===== src/rtl/masked_rmw_mem.sv =====
// masked_rmw_mem: single-clock RAM with one byte-masked write port and one read port.
// Partial writes merge into the stored word, so callers never need to pre-read.
//
// Parameters:
//   DATA_W      word width in bits (multiple of 8)
//   DEPTH       number of words (any positive value)
//   ADDR_W      address port width; the full address must be < DEPTH to hit storage
//   READ_LAT    0 = combinational read, 1 = registered read
//   WRITE_FIRST READ_LAT=1 only: same-address read during a write returns the merged word (1)
//               or the pre-write word (0)
//
// Ports:
//   clk, reset_n        clock (rising edge) and asynchronous active-low reset
//   io_wr_en/addr/data  write strobe, word address, data
//   io_wr_mask          byte enables, bit i covers data bits [8i+7:8i]
//   io_rd_en            read strobe (used only when READ_LAT=1)
//   io_rd_addr          read word address
//   io_rd_data/valid    read data and valid; both forced to 0 while reset_n is low
module masked_rmw_mem #(
  parameter int unsigned DATA_W      = 32,
  parameter int unsigned DEPTH       = 8,
  parameter int unsigned ADDR_W      = 32,
  parameter int unsigned READ_LAT    = 0,
  parameter int unsigned WRITE_FIRST = 1
) (
  input  logic                clk,
  input  logic                reset_n,
  input  logic                io_wr_en,
  input  logic [ADDR_W-1:0]   io_wr_addr,
  input  logic [DATA_W-1:0]   io_wr_data,
  input  logic [DATA_W/8-1:0] io_wr_mask,
  input  logic                io_rd_en,
  input  logic [ADDR_W-1:0]   io_rd_addr,
  output logic [DATA_W-1:0]   io_rd_data,
  output logic                io_rd_valid
);

  localparam int unsigned IdxW     = (DEPTH > 1) ? $clog2(DEPTH) : 1;
  localparam int unsigned NumBytes = DATA_W / 8;
  localparam logic [ADDR_W-1:0] DepthA = ADDR_W'(DEPTH);

  logic [DATA_W-1:0] mem [DEPTH];

  logic [IdxW-1:0] wr_idx;
  logic [IdxW-1:0] rd_idx;
  logic            wr_hit;
  logic            rd_in_range;

  // Range is judged on the full address so aliases with upper bits set never hit storage.
  assign wr_idx      = io_wr_addr[IdxW-1:0];
  assign rd_idx      = io_rd_addr[IdxW-1:0];
  assign wr_hit      = io_wr_en && (io_wr_addr < DepthA);
  assign rd_in_range = io_rd_addr < DepthA;

  // Per-byte enables map straight onto byte-write RAM primitives.
  always_ff @(posedge clk) begin
    if (wr_hit) begin
      for (int unsigned b = 0; b < NumBytes; b++) begin
        if (io_wr_mask[b]) begin
          mem[wr_idx][8*b +: 8] <= io_wr_data[8*b +: 8];
        end
      end
    end
  end

`ifndef SYNTHESIS
  initial begin
    for (int unsigned i = 0; i < DEPTH; i++) begin
      for (int unsigned b = 0; b < NumBytes; b++) begin
        mem[i][8*b +: 8] = 8'($random);
      end
    end
  end
`endif

  if (READ_LAT == 0) begin : g_comb_read
    logic unused_rd_en;
    assign unused_rd_en = io_rd_en;

    // A same-cycle write lands at the edge, so this cycle still shows the old word.
    assign io_rd_data  = (reset_n && rd_in_range) ? mem[rd_idx] : '0;
    assign io_rd_valid = reset_n;
  end else begin : g_reg_read
    logic [DATA_W-1:0] rd_data_q, rd_data_d;
    logic              rd_valid_q;
    logic [DATA_W-1:0] wr_merged;
    logic              collide;

    assign collide = wr_hit && io_rd_en && (io_wr_addr == io_rd_addr);

    always_comb begin
      wr_merged = mem[wr_idx];
      for (int unsigned b = 0; b < NumBytes; b++) begin
        if (io_wr_mask[b]) begin
          wr_merged[8*b +: 8] = io_wr_data[8*b +: 8];
        end
      end
    end

    always_comb begin
      rd_data_d = rd_data_q;
      if (io_rd_en) begin
        if (!rd_in_range) begin
          rd_data_d = '0;
        end else if (collide && (WRITE_FIRST != 0)) begin
          rd_data_d = wr_merged;
        end else begin
          rd_data_d = mem[rd_idx];
        end
      end
    end

    // Async reset clears the in-flight read; memory itself is untouched.
    always_ff @(posedge clk or negedge reset_n) begin
      if (!reset_n) begin
        rd_data_q  <= '0;
        rd_valid_q <= 1'b0;
      end else begin
        rd_data_q  <= rd_data_d;
        rd_valid_q <= io_rd_en;
      end
    end

    assign io_rd_data  = rd_data_q;
    assign io_rd_valid = rd_valid_q;
  end

endmodule


===== config.mk =====
export PLATFORM = sky130hd
export DESIGN_NAME = masked_rmw_mem
export DESIGN_NICKNAME = d
export VERILOG_FILES = /design/src/rtl/masked_rmw_mem.sv
export SDC_FILE = /design/constraint.sdc
export NUM_CORES = 1
export LEC_CHECK = 0
export ABC_AREA = 1
export CAP_MARGIN = 30
export CORE_UTILIZATION = 32
export CTS_BUF_LIST = sky130_fd_sc_hd__clkbuf_2
export DETAILED_ROUTE_END_ITERATION = 10
export HOLD_SLACK_MARGIN = 0.03
export MAX_ROUTING_LAYER = met4
export PLACE_DENSITY = 0.51
export SYNTH_ARGS = -nofsm -noshare
export SYNTH_HDL_FRONTEND = slang
export SYNTH_SLANG_ARGS = --single-unit

===== constraint.sdc =====
create_clock -name clk -period 2.2 [get_ports clk]
set_input_delay 0.22 -clock clk [delete_from_list [all_inputs] [get_ports clk]]
set_output_delay 0.22 -clock clk [all_outputs]
set_load 0.05 [all_outputs]

======== After elaboration in Yosys (flattened, before gate mapping) ========
Memories as Yosys holds them, arrays and structs flattened.
Cells that the tools add are included.
storage, ports and cells
  output and inout bits ................... 33
  memories ................................ 1
  RAM bits ................................ 256
  word-level logic and storage cells ...... 18
  input bits .............................. 104
  register bits after elaboration ......... 0
operators by class
  reduce and logical (&&, ||, !) cells .... 2
  magnitude comparators ................... 2
  mux-type cells .......................... 13
memory list
  name  depth  width  rd ports  clocked after memory_dff  write ports  line  text
  mem   8      32     1         0                         1            42    logic [DATA_W-1:0] mem [DEPTH];
operators by type and width
  operator               number
  $lt A32 B4 Y1 const B  2
  $mux W32               1
  $mux W1                12
  $logic_and A1 B1 Y1    2

======== Depth between registers and ports, before layout ========
Gate-level depths: netlist of run 1.
  word-level depth ........................ 4
  depth in mapped cells ................... 8
  gate-level depth less buffers ........... 7

======== Worst setup path after synthesis of run 1 ========
OpenSTA, ideal clock, no wires.
  path type ............................... input port to output port
  start point ............................. in io_rd_addr[6]
  end point ............................... out io_rd_data[21]
  buffers on the path ..................... 1
  setup slack ............................. 0.467 ns
  required time ........................... 1.980 ns
  arrival time ............................ 1.513 ns
  stages on the path ...................... 8
  path through ............................ inv_1 > nand2_1 > nor2_1 > nand2_1 > nor2_2 > buf_2 > nand3_1 > nor2_1
on the way
  cells in the longest elaborated chain, start to end .. 3
ends and longest elaborated chain
  item                 line  text
  start: declaration   33    input logic [ADDR_W-1:0] io_rd_addr,
  $lt A32 B4 Y1        53    assign rd_in_range = io_rd_addr < DepthA;
  $logic_and A1 B1 Y1  81    assign io_rd_data = (reset_n && rd_in_range) ? mem[rd_idx] : '0;
  $mux W32             81
  end: declaration     34    output logic [DATA_W-1:0] io_rd_data,
Every way passes these cells.

======== Worst setup path in the final report of run 1 ========
  start point ............................. mem mem[5][16]
  end point ............................... out io_rd_data[16]
on the way
  cells in the longest elaborated chain, start to end .. 2
ends and longest elaborated chain
  item                line
  start: declaration  42
  $mem_v2 Z8 W32      --
  $mux W32            81
Every way passes these cells.

==> results of run 1 <==
[worst paths after layout]
| check | endpoint | from | slack [ns] |
|---|---|---|---|
| worst max-delay path | io_rd_data[16] | mem[5][16] | 0.12 |
| worst min-delay path | mem[0][16] | io_wr_data[16] | 0.14 |
[area by class of cell]
cell class              count  area [sq um]  area share
diodes                      4          10.0    0.000695
repair buffers            193          2220       0.154
inverters                 160           603      0.0419
multi-input cells         613          2890       0.200
clock inverters             3          11.3    0.000782
flip-flops and latches    256          7690       0.534
well taps                 455           569      0.0395
clock buffers              83           415      0.0288
[what timing repair did]
item | in CTS | in global routing
setup endpoints to repair | 25 | 32
hold buffers | 0 | 1
pin swaps | 2 | 21
endpoints found under the hold margin | 0 | 3
gates resized for setup | 26 | 40
[cell usage in the layout (no fill, tap or decap), drive strengths merged]
cell type / netlist / layout
diode: 0 / 4
clkdlybuf4s50: 0 / 100
clkbuf: 6 / 83
nand3: 204 / 204
buf: 49 / 92
nand2: 284 / 284
edfxtp: 256 / 256
nor2: 90 / 90
and2: 4 / 4
inv: 160 / 161
dlygate4sd3: 0 / 1
clkinv: 0 / 2
a21oi: 31 / 31
[metal layers]
| layer | share of wire | up-vias | track usage |
|---|---|---|---|
| met2 | 0.47 | 213 | 0.262 |
| met4 | 0.019 | 0 | 0.0546 |
| met5 | 0 | - | - |
| li1 | - | 3986 | - |
| met1 | 0.45 | 3745 | 0.200 |
| met3 | 0.057 | 41 | 0.0334 |
[logic make-up after synthesis]
| kind of cell | synth area share |
|---|---|
| and+or+nand+nor | 0.221 |
| buffers and inverters | 0.0792 |
| DFF | 0.686 |
| AOI/OAI and AO/OA | 0.0138 |
[report_power, final]
group          internal (mW)  leakage, nW  total [mW]  switching (mW)
clock                  0.973        0.352        2.66            1.69
combinational          0.288         3.04       0.667           0.379
sequential              5.35         2.30        5.35  0.000000000204
total                   6.61         5.69        8.68            2.07
==> implementation parameters, run 1 <==
Parameter                              Value

Outcome
  Outcome ... finished, final reports clean

Finish
  Final design utilization ... 0.417
  Number of non-filler instances in the completed layout ... 1767
  Synthesis-to-finish area growth ... 28.5%
  Fraction of final layout cells sized beyond drive strength 1 ... 0.182
  Final instance area ... 14400 sq um
  Layout net count ... ~1400
  Fill cell count ... 3379
  Registers with the most flip-flops ... mem: 256 flops
  Most flop-heavy register ... mem
  Flip-flop count of the largest register, all copies and words added ... roughly 260

Logic synthesis
  Cell with the most instances after synthesis ... sky130_fd_sc_hd__nand2_1
  Part of the Yosys area used for sequential elements ... 0.686
  Avg Inst Size Synth ... 10.3 sq um
  Number of cells produced by synthesis ... 1084
  Post-synth top flop ... sky130_fd_sc_hd__edfxtp_1
  Net count after synthesis ... 1188
  Number of flops mapped to enable cells by yosys ... 256
  Post-synth top area cell ... sky130_fd_sc_hd__edfxtp_1
  Distinct cell type count of the synthesized netlist ... 14
  Top-area cell type share of the netlist area ... 0.686
  Async SR Flop Fraction ... 0
  Yosys warning total ... 0
  Cells taking the most area after synthesis ... sky130_fd_sc_hd__edfxtp_1 (69%), sky130_fd_sc_hd__nand2_1 (9.5%), sky130_fd_sc_hd__nand3_1 (8.9%)
  Cell area after synthesis ... 11200 sq um
  Top cells by instance count after synthesis ... sky130_fd_sc_hd__nand2_1 (284), sky130_fd_sc_hd__edfxtp_1 (256), sky130_fd_sc_hd__nand3_1 (200)
  Synthesized flop and latch total ... approximately 260

Floorplanning
  Chip Height ... about 190 microns
  Core area ... 34500 sq um
  Top-level port count ... between 100 and 150
  Horiz. Die Dim ... between 150 and 200 microns
  Cell Rows ... 68
  Starting density of the core ... 0.325
  Total die area ... 35800 sq um

Worst setup path
  Maximum fanout along the worst path ... 1
  Element type at the critical path end ... primary output
  Bufs and invs on worst path ... 2
  Path length in cells of the critical path ... 7
  Worst stage delay on the critical path ... 0.33 ns
  Startpoint types ... register
  Most common cell on crit path ... sky130_fd_sc_hd__nand3_1
  Critical path's slowest cell ... sky130_fd_sc_hd__edfxtp_1
  Type of the worst setup path ... register to primary output
  Data arrival time at the worst-slack endpoint ... 1.86 ns
  Series of cell instances along the critical path ... inv_1, nand2_1, nand3_1, nand3_1, nand3_2, nor2_4, buf_12
  Required time of the critical path ... between 1.5 and 2 ns
  Cell class contributing the biggest share of worst-path delay ... simple AND/OR/NAND/NOR gates

Route
  Number of detailed-routing iterations run before antenna repair ... 5
  ANT nets after route ... 0
  Vias after detailed routing ... 7985
  DRC viols ... 0
  Detail-routed net length per standard cell ... 15.7 microns
  Detailed-route vias per instance ... 4.52
  Violation count after the first detailed-routing iteration ... 375
  Final routed wirelength across all metal layers ... roughly 28 mm

CTS
  Cell at the root of the clock tree ... sky130_fd_sc_hd__clkbuf_2
  CTS tree ... yes
  Clock input transition at the sequential cells of the worst setup and hold paths ... 0.11 ns
  TritonCTS Sinks ... around 260
  Inserted Clock Buffers ... 61
  Longest Clk Path Bufs ... 3
  Deepest level of the CTS H-tree ... 2
  Post-CTS repair timing setup buffer count ... 0

STA
  Setup repair after global routing missed its margin ... true
  Period utilisation layout ... 0.946
  Maximum clock frequency ... 480 MHz
  Pins Over Slew Limit ... 0
  Post-route setup slack ... 0.118 ns
  Setup TNS Final ... 0 ns
  Number of endpoints failing setup at the final stage ... 0
  Slew margin rel. ... 0.670
  Minimum hold slack ... between 0.1 and 0.15 ns
  Slew at the pin closest to its max-slew limit ... 0.493 ns
  Period minus WS final ... between 2 and 2.5 ns
  Final hold violations ... 0

Placement
  Final GP Congestion ... about 0.72
  Pre-CTS setup slack ... just over 0.09 ns
  Placed Instance Area ... 13700 sq um
  Half-perimeter wire length of the detailed placement result ... 16.5 mm
  I/O Buffers ... 135
  Number of instances in the placed design ... 1677

Global route
  Overall global routing resource usage ... 0.161
  Largest net degree at the start of global routing ... 65
  Total overflow reported by the global router ... 0
  Number of antenna violations at the first check in global routing ... 4
  Vias in the first global route ... ~8000
  Wire length of the first global-routing pass ... about 43 mm

Power and ir drop
  VDD IR max ... 0.000258 V
  Cell Pwr Density ... around 600 nW/um^2
  Leakage power of the design ... around 5.7 nW
  Total power of the final layout ... ~8.7 mW

Hold path
  Worst hold path stage count ... 1
  Worst min path class ... input pin to register

Flow run
  Max-cap violations ... 0
No activity file was read; power rests on OpenSTA's default activity.
==> run 2, diff against run 1 <==
--- a/config.mk
+++ b/config.mk
@@ -10,9 +10,12 @@
 export CORE_UTILIZATION = 32
 export CTS_BUF_LIST = sky130_fd_sc_hd__clkbuf_2
 export DETAILED_ROUTE_END_ITERATION = 10
+export GPL_TIMING_DRIVEN = 0
 export HOLD_SLACK_MARGIN = 0.03
 export MAX_ROUTING_LAYER = met4
 export PLACE_DENSITY = 0.51
+export REMOVE_ABC_BUFFERS = 1
+export SLEW_MARGIN = 20
 export SYNTH_ARGS = -nofsm -noshare
 export SYNTH_HDL_FRONTEND = slang
 export SYNTH_SLANG_ARGS = --single-unit
==> run 2 against run 1 <==
Via count fell by 0.26%. First-iteration DRC count increased by 24%. Core utilization is 0.75 points lower. Critical path depth grew 2. Wire length is 0.25% lower. Fmax down 0.56%. Non-clock buffer count is 28 lower. Sequential share of layout area is 0.97 points higher. Cell count decreased by 0.34%. Total power up 2.5%. Largest power group unchanged. Highest routed layer unchanged.
==> implementation parameters, run 2 (synthesis gave the netlist of run 1 again) <==
Parameter                              Value

Route
  DRC viols ... 0 (unchanged)
  ANT nets after route ... 0 (unchanged)
  Violation count after the first detailed-routing iteration ... 466 (was 375)
  Detailed-route vias per instance ... 4.52 (about the same)
  Final routed wirelength across all metal layers ... 27.7 mm (was 27.8 mm)
  Detail-routed net length per standard cell ... 15.8 microns (was 15.7 microns)
  Number of detailed-routing iterations run before antenna repair ... 5 (unchanged)
  Vias after detailed routing ... 7964 (was 7985)

STA
  Number of endpoints failing setup at the final stage ... 0 (unchanged)
  Setup TNS Final ... 0 ns (unchanged)
  Final hold violations ... 0 (unchanged)
  Period minus WS final ... 2.09 ns (was 2.08 ns)
  Pins Over Slew Limit ... 0 (unchanged)
  Setup repair after global routing missed its margin ... true (unchanged)
  Slew margin rel. ... 0.385 (was 0.670)
  Maximum clock frequency ... 478 MHz (was 480 MHz)
  Slew at the pin closest to its max-slew limit ... 0.920 ns (was 0.493 ns)
  Period utilisation layout ... 0.952 (was 0.946)
  Post-route setup slack ... 0.107 ns (was 0.118 ns)

Worst setup path
  Cell class contributing the biggest share of worst-path delay ... buffers and inverters (was simple AND/OR/NAND/NOR gates)
  Most common cell on crit path ... sky130_fd_sc_hd__nand3_1 (unchanged)
  Maximum fanout along the worst path ... 51 (was 1)
  Required time of the critical path ... 1.98 ns (about the same)
  Path length in cells of the critical path ... 9 (was 7)
  Element type at the critical path end ... primary output (unchanged)
  Type of the worst setup path ... input pin to primary output (was register to primary output)
  Startpoint types ... input pin (was register)
  Critical path's slowest cell ... sky130_fd_sc_hd__inv_8 (was sky130_fd_sc_hd__edfxtp_1)
  Bufs and invs on worst path ... 5 (was 2)
  Series of cell instances along the critical path ... buf_4, buf_16, inv_8, buf_12, nand3_1, nand3_1, nand3_2, nor2_4, buf_8 (was inv_1, nand2_1, nand3_1, nand3_1, nand3_2, nor2_4, buf_12)
  Data arrival time at the worst-slack endpoint ... 1.87 ns (was 1.86 ns)
  Worst stage delay on the critical path ... 0.26 ns (was 0.33 ns)

Power and ir drop
  Part of the power in the clock network ... 0.324 (was 0.306)
  Cell Pwr Density ... 629 nW/um^2 (was 603 nW/um^2)
  Switching Share ... 0.244 (was 0.238)
  VDD IR max ... 0.000304 V (was 0.000258 V)
  Switching power total ... 2.17 mW (was 2.07 mW)
  Cell internal power dissipation ... 6.73 mW (was 6.61 mW)
  Part of the power in combinational logic ... 0.074 (was 0.077)
  Sequential group share of total power ... 0.602 (was 0.617)
  Leakage power of the design ... 5.57 nW (was 5.69 nW)

Global route
  Met1 capacity usage during global routing ... 0.203 (was 0.200)
  Total overflow reported by the global router ... 0 (unchanged)
  Layer with the highest usage after global routing ... met2 (unchanged)
  Overall global routing resource usage ... 0.159 (was 0.161)
  Vias in the first global route ... 7545 (was 7911)
  Fraction of met3 tracks used by global routing ... 0.0317 (was 0.0334)
  Largest net degree at the start of global routing ... 78 (was 65)
  Wire length of the first global-routing pass ... 42.2 mm (was 42.9 mm)
  Number of antenna violations at the first check in global routing ... 3 (was 4)
  Met2 usage in global routing ... 0.252 (was 0.262)

Outcome
  Outcome ... finished, final reports clean (unchanged)

Finish
  Most common cell after layout, fill and taps aside ... sky130_fd_sc_hd__nand2_1 (unchanged)
  Multi-input logic area ... 2930 sq um (was 2890 sq um)
  Flip-flop count of the largest register, all copies and words added ... 256 (unchanged)
  Final instance area ... 14100 sq um (was 14400 sq um)
  Most flop-heavy register ... mem (unchanged)
  Layout net count ... 1361 (was 1389)
  Highest-count cells in the layout ignoring fill and taps ... sky130_fd_sc_hd__nand2_1 (284), sky130_fd_sc_hd__edfxtp_1 (256), sky130_fd_sc_hd__nand3_1 (170) (was sky130_fd_sc_hd__nand2_1 (283), sky130_fd_sc_hd__edfxtp_1 (256), sky130_fd_sc_hd__nand3_1 (181))
  Fraction of final layout cells sized beyond drive strength 1 ... 0.176 (was 0.182)
  Sequential cell area ... 7690 sq um (unchanged)
  Synthesis-to-finish area growth ... 26.2% (was 28.5%)
  Fill cell count ... 3393 (was 3379)
  Registers with the most flip-flops ... mem: 256 flops (unchanged)

CTS
  Inserted Clock Buffers ... 61 (unchanged)
  Clock input transition at the sequential cells of the worst setup and hold paths ... 0.10 ns (was 0.11 ns)
  Cell at the root of the clock tree ... sky130_fd_sc_hd__clkbuf_2 (unchanged)
  Post-CTS Hold Fix Bufs ... 0 (unchanged)
  CTS tree ... yes (unchanged)
  Longest Clk Path Bufs ... 3 (unchanged)
  Deepest level of the CTS H-tree ... 2 (unchanged)
  TritonCTS Sinks ... 256 (unchanged)

Placement
  Pre-CTS setup slack ... -0.967 ns (was 0.0911 ns)
  I/O Buffers ... 135 (unchanged)
  Half-perimeter wire length of the detailed placement result ... 16.2 mm (was 16.5 mm)
  Final GP Congestion ... 0.693 (was 0.724)
  Placed Instance Area ... 13100 sq um (was 13700 sq um)

Floorplanning
  Top-level port count ... 137 (unchanged)
  Chip Height ... 189 microns (unchanged)
  Cell Rows ... 68 (unchanged)
  Core area ... 34500 sq um (unchanged)
  Horiz. Die Dim ... 189 microns (unchanged)
  Total die area ... 35800 sq um (unchanged)
  Starting density of the core ... 0.325 (unchanged)

Hold path
  Worst hold path stage count ... 1 (unchanged)
  Worst min path class ... input pin to register (unchanged)

Flow run
  Max-cap violations ... 0 (unchanged)
## run 2: cell types whose count changed in the layout (fill, tap and decap cells not counted), sizes merged
cell,delta
diode,-1
clkinv,+16
buf,-27
dlygate4sd3,-1
clkbuf,+7
## run 2: final timing paths
check                          from             end  slack [ns]
worst max-delay path  io_rd_addr[1]  io_rd_data[28]        0.11
worst min-delay path  io_wr_data[9]       mem[0][9]        0.11
## run 2: stage by stage
stage	hold slack [ns]	power, mW	cells	util
6_report	0.114	8.90	1761	0.410
5_1_grt	0.0483	9.30	1761	0.410
4_1_cts	0.0304	8.99	1749	0.396
3_5_place_dp	0.967	6.10	1637	0.380
3_3_place_gp	0.962	6.12	1619	0.372
2_1_floorplan	0.319	5.68	1029	-
## run 2: final cells by class
class	count	area share
multi-input combinational	613	0.207
tap	455	0.0402
timing repair buffer	165	0.128
inverter	160	0.0435
clock inverter	19	0.00522
antenna	3	0.000531
sequential	256	0.543
clock buffer	90	0.0318
## run 2: power groups by stage
stage               Clock (mW)  Combinational [mW]  Sequential, mW
CTS                       2.99               0.642            5.36
global placement             0               0.654            5.47
detailed placement           0               0.636            5.47
global route              3.21               0.729            5.36
finish                    2.88               0.661            5.35
floorplan                    0               0.214            5.47
## run 2: what timing repair did
action / CTS / global route
resized for setup: 207 / 107
setup buffers: 3 / 0
setup endpoints to repair: 32 / 32
pin swaps: 2 / 44
## run 2: metal layers
layer  share of wire  routed length [microns]  vias up
li1                -                        -     3948
met1            0.46                    12800     3723
met2            0.46                    12700      240
met3           0.058                     1610       53
met4           0.021                      584        0
met5               0                        0        -
==> run 3, diff against run 2 <==
--- a/config.mk
+++ b/config.mk
@@ -7,13 +7,15 @@
 export LEC_CHECK = 0
 export ABC_AREA = 1
 export CAP_MARGIN = 30
+export CELL_PAD_IN_SITES_DETAIL_PLACEMENT = 1
+export CELL_PAD_IN_SITES_GLOBAL_PLACEMENT = 2
 export CORE_UTILIZATION = 32
 export CTS_BUF_LIST = sky130_fd_sc_hd__clkbuf_2
 export DETAILED_ROUTE_END_ITERATION = 10
 export GPL_TIMING_DRIVEN = 0
 export HOLD_SLACK_MARGIN = 0.03
 export MAX_ROUTING_LAYER = met4
-export PLACE_DENSITY = 0.51
+export PLACE_DENSITY = 0.72
 export REMOVE_ABC_BUFFERS = 1
 export SLEW_MARGIN = 20
 export SYNTH_ARGS = -nofsm -noshare
==> run 3 against run 2 <==
The flow now finishes with violations (setup timing). Clock power about the same. Sequential cell count stayed put. Clock-buffer cell count is 2 higher. Combinational power is 5.1% higher. Core utilization barely moved. Via count rose by 2.7%. Critical path depth down 2. Worst setup slack lost 0.11 ns. Critical path type is now register to primary output. Critical endpoint unchanged.
==> implementation parameters, run 3 (synthesis gave the netlist of run 1 again) <==
Parameter                              Value

Worst setup path
  Maximum fanout along the worst path ... 1 (was 51)
  Worst stage delay on the critical path ... 0.39 ns (was 0.26 ns)
  Critical path's slowest cell ... sky130_fd_sc_hd__edfxtp_1 (was sky130_fd_sc_hd__inv_8)
  Series of cell instances along the critical path ... inv_1, nand2_1, nand3_1, nand3_1, nand3_1, nor2_2, buf_6 (was buf_4, buf_16, inv_8, buf_12, nand3_1, nand3_1, nand3_2, nor2_4, buf_8)
  Data arrival time at the worst-slack endpoint ... 1.99 ns (was 1.87 ns)
  Most common cell on crit path ... sky130_fd_sc_hd__nand3_1 (unchanged)
  Startpoint types ... register (was input pin)
  Required time of the critical path ... 1.98 ns (about the same)
  Element type at the critical path end ... primary output (unchanged)
  Type of the worst setup path ... register to primary output (was input pin to primary output)
  Timing startpoint of the critical path ... mem[7][28] (was io_rd_addr[1])

Finish
  Layout net count ... 1366 (was 1361)
  Fraction of final layout cells sized beyond drive strength 1 ... 0.170 (was 0.176)
  Synthesis-to-finish area growth ... 26.2% (about the same)
  Registers with the most flip-flops ... mem: 256 flops (unchanged)
  Most flop-heavy register ... mem (unchanged)
  Highest-count cells in the layout ignoring fill and taps ... sky130_fd_sc_hd__nand2_1 (282), sky130_fd_sc_hd__edfxtp_1 (256), sky130_fd_sc_hd__nand3_1 (181) (was sky130_fd_sc_hd__nand2_1 (284), sky130_fd_sc_hd__edfxtp_1 (256), sky130_fd_sc_hd__nand3_1 (170))
  Flip-flop count of the largest register, all copies and words added ... 256 (unchanged)
  Most common cell after layout, fill and taps aside ... sky130_fd_sc_hd__nand2_1 (unchanged)

Flow run
  Max-cap violations ... 0 (unchanged)

Floorplanning
  Chip Height ... 189 microns (unchanged)
  Total die area ... 35800 sq um (unchanged)
  Starting density of the core ... 0.325 (unchanged)
  Horiz. Die Dim ... 189 microns (unchanged)
  Cell Rows ... 68 (unchanged)
  Top-level port count ... 137 (unchanged)
  Core area ... 34500 sq um (unchanged)

Global route
  Total overflow reported by the global router ... 0 (unchanged)
  Largest net degree at the start of global routing ... 56 (was 78)
  Overall global routing resource usage ... 0.183 (was 0.159)
  Wire length of the first global-routing pass ... 48.3 mm (was 42.2 mm)
  Vias in the first global route ... 8760 (was 7545)
  Number of antenna violations at the first check in global routing ... 4 (was 3)

Power and ir drop
  Leakage power of the design ... 5.64 nW (was 5.57 nW)
  Switching Share ... 0.243 (was 0.244)
  Part of the power in combinational logic ... 0.078 (was 0.074)
  Sequential group share of total power ... 0.599 (was 0.602)
  Switching power total ... 2.17 mW (about the same)
  Part of the power in the clock network ... 0.323 (was 0.324)
  Total power of the final layout ... 8.93 mW (was 8.90 mW)
  Cell Pwr Density ... 631 nW/um^2 (was 629 nW/um^2)
  VDD IR max ... 0.000253 V (was 0.000304 V)
  Cell internal power dissipation ... 6.76 mW (was 6.73 mW)

Hold path
  Worst min path class ... input pin to register (unchanged)
  Worst hold path stage count ... 1 (unchanged)
  Start point of the worst hold path ... io_wr_data[31] (was io_wr_data[9])
  Min-Delay Endpoint ... mem[6][31] (was mem[0][9])

STA
  Slew margin rel. ... 0.387 (was 0.385)
  Period minus WS final ... 2.21 ns (was 2.09 ns)
  Setup TNS Final ... -0.00820 ns (was 0 ns)
  Number of endpoints failing setup at the final stage ... 1 (was 0)
  Pins Over Slew Limit ... 0 (unchanged)
  Minimum hold slack ... 0.116 ns (was 0.114 ns)
  Slew at the pin closest to its max-slew limit ... 0.916 ns (was 0.920 ns)
  Post-route setup slack ... -0.00820 ns (was 0.107 ns)
  Final hold violations ... 0 (unchanged)
  Setup repair after global routing missed its margin ... true (unchanged)
  Period utilisation layout ... 1.00 (was 0.952)
  Maximum clock frequency ... 453 MHz (was 478 MHz)

CTS
  TritonCTS Sinks ... 256 (unchanged)
  Inserted Clock Buffers ... 60 (was 61)
  Clock input transition at the sequential cells of the worst setup and hold paths ... 0.14 ns (was 0.10 ns)
  Longest Clk Path Bufs ... 3 (unchanged)
  CTS tree ... yes (unchanged)
  Cell at the root of the clock tree ... sky130_fd_sc_hd__clkbuf_2 (unchanged)
  Deepest level of the CTS H-tree ... 2 (unchanged)

Outcome
  Failing checks ... setup timing
  Outcome ... finished, violations left (was finished, final reports clean)

Route
  DRC viols ... 0 (unchanged)
  Vias after detailed routing ... 8176 (was 7964)
  Detail-routed net length per standard cell ... 17.7 microns (was 15.8 microns)
  Number of detailed-routing iterations run before antenna repair ... 4 (was 5)
  ANT nets after route ... 0 (unchanged)
  Detailed-route vias per instance ... 4.63 (was 4.52)
  Final routed wirelength across all metal layers ... 31.2 mm (was 27.7 mm)
  Violation count after the first detailed-routing iteration ... 324 (was 466)

Placement
  Final GP Congestion ... 0.675 (was 0.693)
  Half-perimeter wire length of the detailed placement result ... 19.0 mm (was 16.2 mm)
  I/O Buffers ... 135 (unchanged)
run 3: layout make-up:
type / instances / area (sq um)
Timing Repair Buffer: 171 / 1910
Multi-Input combinational cell: 613 / 2840
Tap cell: 455 / 569
Clock inverter: 13 / 52.6
Fill cell: 3898 / 20400
Clock buffer: 92 / 460
Inverter: 160 / 622
Sequential cell: 256 / 7690
Antenna cell: 4 / 10.0
run 3: worst max path at each step:
stage	to	slack [ns]	depth (start not counted)
3_5_place_dp	io_rd_data[13]	-1.11	10
6_report	io_rd_data[28]	-0.008	7
3_3_place_gp	io_rd_data[27]	-8.35	8
2_1_floorplan	io_rd_data[30]	-0.20	7
4_1_cts	io_rd_data[13]	-0.02	7
5_1_grt	io_rd_data[28]	-0.12	7
run 3: layer usage:
metal | wire, microns | up-vias | global-route usage
met5 | 0 | - | -
met4 | 609 | 0 | 0.0521
met3 | 1760 | 44 | 0.0365
met2 | 15600 | 212 | 0.316
met1 | 13200 | 3957 | 0.217
li1 | - | 3963 | -
run 3: metrics by stage:
| stage | worst slack (ns) | instance area [sq um] | cells | util |
|---|---|---|---|---|
| floorplan | -0.202 | 10900 | 1029 | - |
| global placement | -8.35 | 12800 | 1619 | 0.372 |
| detailed placement | -1.11 | 13200 | 1643 | 0.382 |
| CTS | -0.0224 | 13800 | 1757 | 0.401 |
| global route | -0.124 | 14200 | 1764 | 0.410 |
| finish | -0.00820 | 14200 | 1764 | 0.410 |
run 3: timing repair:
item                                    4_1_cts  5_1_grt
hold buffers                                  3        0
endpoints found under the hold margin        17        0
gates cloned                                  3        0
setup buffers                                 3        0
gates resized for setup                     210       87
pin swaps                                     6       34
endpoints found under the setup margin       32       30
run 3: power by group through the flow:
stage	clock (mW)	sequential [mW]	combinational, mW
floorplan	0	5.47	0.214
global placement	0	5.47	0.660
detailed placement	0	5.47	0.646
CTS	3.00	5.36	0.690
global route	3.23	5.36	0.769
finish	2.88	5.35	0.695
run 3: worst max-delay path, delay by kind of cell (launching register included):
family                 cells  cell delay, ns
DFF                        1            0.39
buffers and inverters      2            0.22
and+or+nand+nor            5            0.51
==> variant 1 (flow settings as in run 2) <==
Set the parameter `DEPTH` to 4 (it was 8).
--- a/src/rtl/masked_rmw_mem.sv
+++ b/src/rtl/masked_rmw_mem.sv
@@ -19,5 +19,5 @@
 module masked_rmw_mem #(
   parameter int unsigned DATA_W      = 32,
-  parameter int unsigned DEPTH       = 8,
+  parameter int unsigned DEPTH       = 4,
   parameter int unsigned ADDR_W      = 32,
   parameter int unsigned READ_LAT    = 0,
Formal check against the unedited RTL: not equivalent (Yosys sat finds a counterexample within 4 cycles, from zero or initial values).
==> variant 1 against run 2 <==
- routed wire length is 57% lower
- worst setup slack worse by 0.018 ns
- sequential cell count down 128
- via count down 52%
- die area is 51% lower
- maximum frequency down 0.83%
- cell area fell by 50%
- power down 52%
- area after synthesis down 52%
- hold slack improved by 0.091 ns
- synthesized cell count fell by 55%
- non-clock buffer count shrank 27
==> variant 1: results (changes against run 2) <==
Parameter                              Value

Routing
  Number of DRC markers in iteration 0    220 (-53%)
  WL per Instance    14.0 um (-11%)
  Mean number of vias per cell    4.48 (-0.88%)
  Detailed Routing Iterations Pass 1    4 (-1)

Clocking
  CTS H-tree depth    4 (+2)
  Number of buffers created by CTS    17 (-72%)
  Clock input transition at the sequential cells of the worst setup and hold paths    0.18 ns (+0.08 ns)
  Gates resized, CTS repair    141 (-32%)
  Max Buffers Root-to-Sink    2 (-1)
  Post-CTS Repair Setup Buffers    0 (-3)

Global route
  Via count of the first global-routing pass    3,799 (-50%)
  Pin count of the biggest net entering global routing    66 (-15%)
  First-pass GRT wire length    18,900 um (-55%)
  GRT Overall Usage    14.7% (-1.2 points)
  Fraction of met3 tracks used by global routing    5.00% (+1.8 points)
  GRT met1 Usage    16.5% (-3.8 points)

Placement
  Routability cong.    0.698 (+0.77%)
  Number of cells after detailed placement    822 (-50%)
  Worst Setup Slack post-DPL    -0.567 ns (+0.400 ns)
  Post-DP Area    6940 um^2 (-47%)

Pwr
  Maximum resistive drop on vdd    0.194 mV (-36%)
  Clk. pwr    1.20 mW (-58%)
  Internal Pwr Total    3.29 mW (-51%)
  Power density over cell area    608 nW/um^2 (-3.4%)
  Power attributed to combinational cells    392 uW (-41%)
  Leak    2.55 nW (-54%)

Synth
  Fraction of the yosys area taken by sequential cells    70.9% (+2.4 points)
  Count of mapped cells out of synthesis    488 (-55%)
  Synth top area cells    sky130_fd_sc_hd__edfxtp_1, sky130_fd_sc_hd__nor2_1, sky130_fd_sc_hd__o21ai_1
  Ranking of synthesized cells by instance count    sky130_fd_sc_hd__nor2_1, sky130_fd_sc_hd__edfxtp_1, sky130_fd_sc_hd__o21ai_1
  Post-synthesis cell type count    16 (+2)

Cells and area
  Count of nets after finishing    725 (-47%)
  Ratio of cells with drive above 1 in the final layout    10.7% (-6.8 points)
  Filler-free cell count of the finished design    854 (-52%)
  Biggest registers after layout    mem: 128 flops
  Number of antenna repair diodes    0 (-3)

Worst setup path
  Crit-path max cell delay    0.40 ns (+0.14 ns)
  Critical-path cell with the highest stage delay    sky130_fd_sc_hd__clkdlybuf4s50_1
  Largest fanout on the critical path    21 (-59%)

Run status
  Outcome    finished clean

Min path
  Class of the most critical hold timing path    in -> reg

STA
  Slew at the pin with the worst max-slew slack    0.866 ns (-0.0537 ns)
==> variant 1: area by class of cell <==
class / instances / area [um^2]
Clock buffer: 19 / 95.1
Clock inverter: 13 / 97.6
Fill cell: 1612 / 9560
Inverter: 36 / 140
Multi-Input combinational cell: 300 / 1260
Sequential cell: 128 / 3840
Tap cell: 220 / 275
Timing Repair Buffer: 138 / 1310
==> variant 1: worst paths after layout <==
kind | start | end | slack (ns)
setup / recovery | io_rd_addr[28] | io_rd_data[4] | 0.09
hold / removal | io_wr_data[16] | mem[2][16] | 0.21
==> variant 1: logic make-up (layout without fill, tap and decap cells) <==
group / count (synthesis) / count (layout) / share of synthesized area [%]
simple gates: 204 / 204 / 14.3
flops: 128 / 128 / 70.9
compound gates: 96 / 96 / 8.87
buf+inv: 60 / 206 / 5.87
==> variant 1: routing by layer <==
metal  vias to the layer above  part of all wire (%)
li1                       1924                     -
met1                      1771                    43
met2                       127                    48
met3                         6                   8.0
met4                         0                  0.74
met5                         -                     0
==> variant 2 (settings of run 2) <==
Made on the original files. Register the input `io_wr_mask` before use, with the module's reset. The logic sees it one clock later. The other inputs are not delayed to match.
--- a/src/rtl/masked_rmw_mem.sv
+++ b/src/rtl/masked_rmw_mem.sv
@@ -40,4 +40,14 @@
   localparam logic [ADDR_W-1:0] DepthA = ADDR_W'(DEPTH);
 
+  logic [DATA_W/8-1:0] io_wr_mask_q;
+
+  always_ff @(posedge clk or negedge reset_n) begin
+    if (!reset_n) begin
+      io_wr_mask_q <= '0;
+    end else begin
+      io_wr_mask_q <= io_wr_mask;
+    end
+  end
+
   logic [DATA_W-1:0] mem [DEPTH];
 
@@ -57,5 +67,5 @@
     if (wr_hit) begin
       for (int unsigned b = 0; b < NumBytes; b++) begin
-        if (io_wr_mask[b]) begin
+        if (io_wr_mask_q[b]) begin
           mem[wr_idx][8*b +: 8] <= io_wr_data[8*b +: 8];
         end
@@ -92,5 +102,5 @@
       wr_merged = mem[wr_idx];
       for (int unsigned b = 0; b < NumBytes; b++) begin
-        if (io_wr_mask[b]) begin
+        if (io_wr_mask_q[b]) begin
           wr_merged[8*b +: 8] = io_wr_data[8*b +: 8];
         end
Formal check against the unedited RTL: not equivalent (a bounded check fails within 4 cycles, from zero or initial values and one cycle with reset_n low).
==> variant 2 against run 2 <==
- cell area grew 2.3%
- routed wire length increased by 4.2%
- combinational power increased by 6.5%
- worst setup slack barely moved
- utilization is 0.82 points higher
- sequential cell count grew 4
- cell count up 0.91%
- critical path depth up 2
- global-route usage is 0.72 points higher
- area after synthesis increased by 0.89%
- power up 0.77%
- critical path type unchanged
- largest power group unchanged
==> variant 2: results (changes against run 2) <==
Parameter                              Value

Cells and area
  Ratio of cells with drive above 1 in the final layout    17.6% (about the same)
  Combined flip-flop and latch cell area    7790 um^2 (+1.3%)
  Count of nets after finishing    1,377 (+1.2%)
  Num sequential    260 (+1.6%)
  Nonclk buf count    177 (+7.3%)
  Clock network contribution to total cell area    3.56% (-0.14 points)
  Final-layout clock buffer total    83 (-7.8%)
  Share of cell area taken by multi-input logic gates    20.3% (-0.44 points)
  Non-clock buffer contribution to total cell area    14.1% (+1.2 points)
  Filler cells    3,306 (-2.6%)

Worst setup path
  Critical-path cell with the highest stage delay    sky130_fd_sc_hd__clkdlybuf4s50_1
  Largest fanout on the critical path    8 (-84%)
  Crit-path max cell delay    0.40 ns (+0.14 ns)
  Arrival time at the worst endpoint    1.87 ns (about the same)
  Launching instance or port of the critical path    io_rd_addr[18]

Placement
  Number of cells after detailed placement    1,643 (+0.37%)
  Routability cong.    0.718 (+3.7%)
  Worst Setup Slack post-DPL    -1.18 ns (-0.209 ns)
  Post-DP Area    13,300 um^2 (+0.96%)
  Final HPWL DP    16,700 um (+3.1%)

Routing
  Detailed-route via count    8,032 (+0.85%)
  WL per Instance    16.3 um (+3.3%)

Run status
  Outcome    finished clean

Pwr
  Internal Pwr Total    6.78 mW (+0.69%)
  Maximum resistive drop on vdd    0.296 mV (-2.6%)
  Leak    5.71 nW (+2.5%)

Synth
  Mux share of post-synthesis cell area    0% (unchanged)
  Post-synthesis async set-or-reset flop share    1.54% (+1.5 points)
  Post-Syn Area per Cell    10.4 um^2 (+0.52%)
  Compound-cell area share of the yosys netlist    1.37% (-0.012 points)
  Count of mapped cells out of synthesis    1,088 (+0.37%)

Min path
  End point of the most critical hold path    mem[7][11]

STA
  Max-Slew Margin vs Limit    38.6% (+0.15 points)
  Hold_ws    0.115 ns (+0.000681 ns)

Global route
  Via count of the first global-routing pass    7,867 (+4.3%)
  Pin count of the biggest net entering global routing    45 (-42%)
  GRT Overall Usage    16.6% (+0.72 points)
  First-pass GRT wire length    43,500 um (+3.1%)
variant 2: what timing repair did:
action | 4_1_cts | 5_1_grt
gates resized for setup | 194 | 134
endpoints found under the hold margin | 10 | 0
hold buffers | 8 | 0
pin swaps | 3 | 37
endpoints found under the setup margin | 32 | 32
gates cloned | 3 | 0
buffers inserted | 6 | 0
variant 2: power by group through the flow:
stage               clock network (mW)  registers [mW]  logic [mW]
finish                            2.83            5.43       0.704
global route                      3.17            5.44       0.778
CTS                               2.94            5.43       0.683
detailed placement                   0            5.55       0.634
global placement                     0            5.55       0.650
floorplan                            0            5.55       0.214
variant 2: layer usage:
metal	routed length [um]	global-route usage (%)	vias up
met3	1780	3.36	45
met5	0	-	-
met2	14000	28.1	277
met4	516	4.68	0
met1	12600	20.2	3722
li1	-	-	3988
variant 2: logic make-up (layout without fill, tap and decap cells):
kind of cell	after synthesis	after routing
compound gates	31	31
simple gates	582	582
buf+inv	215	446
flops	260	260
other cells	0	3
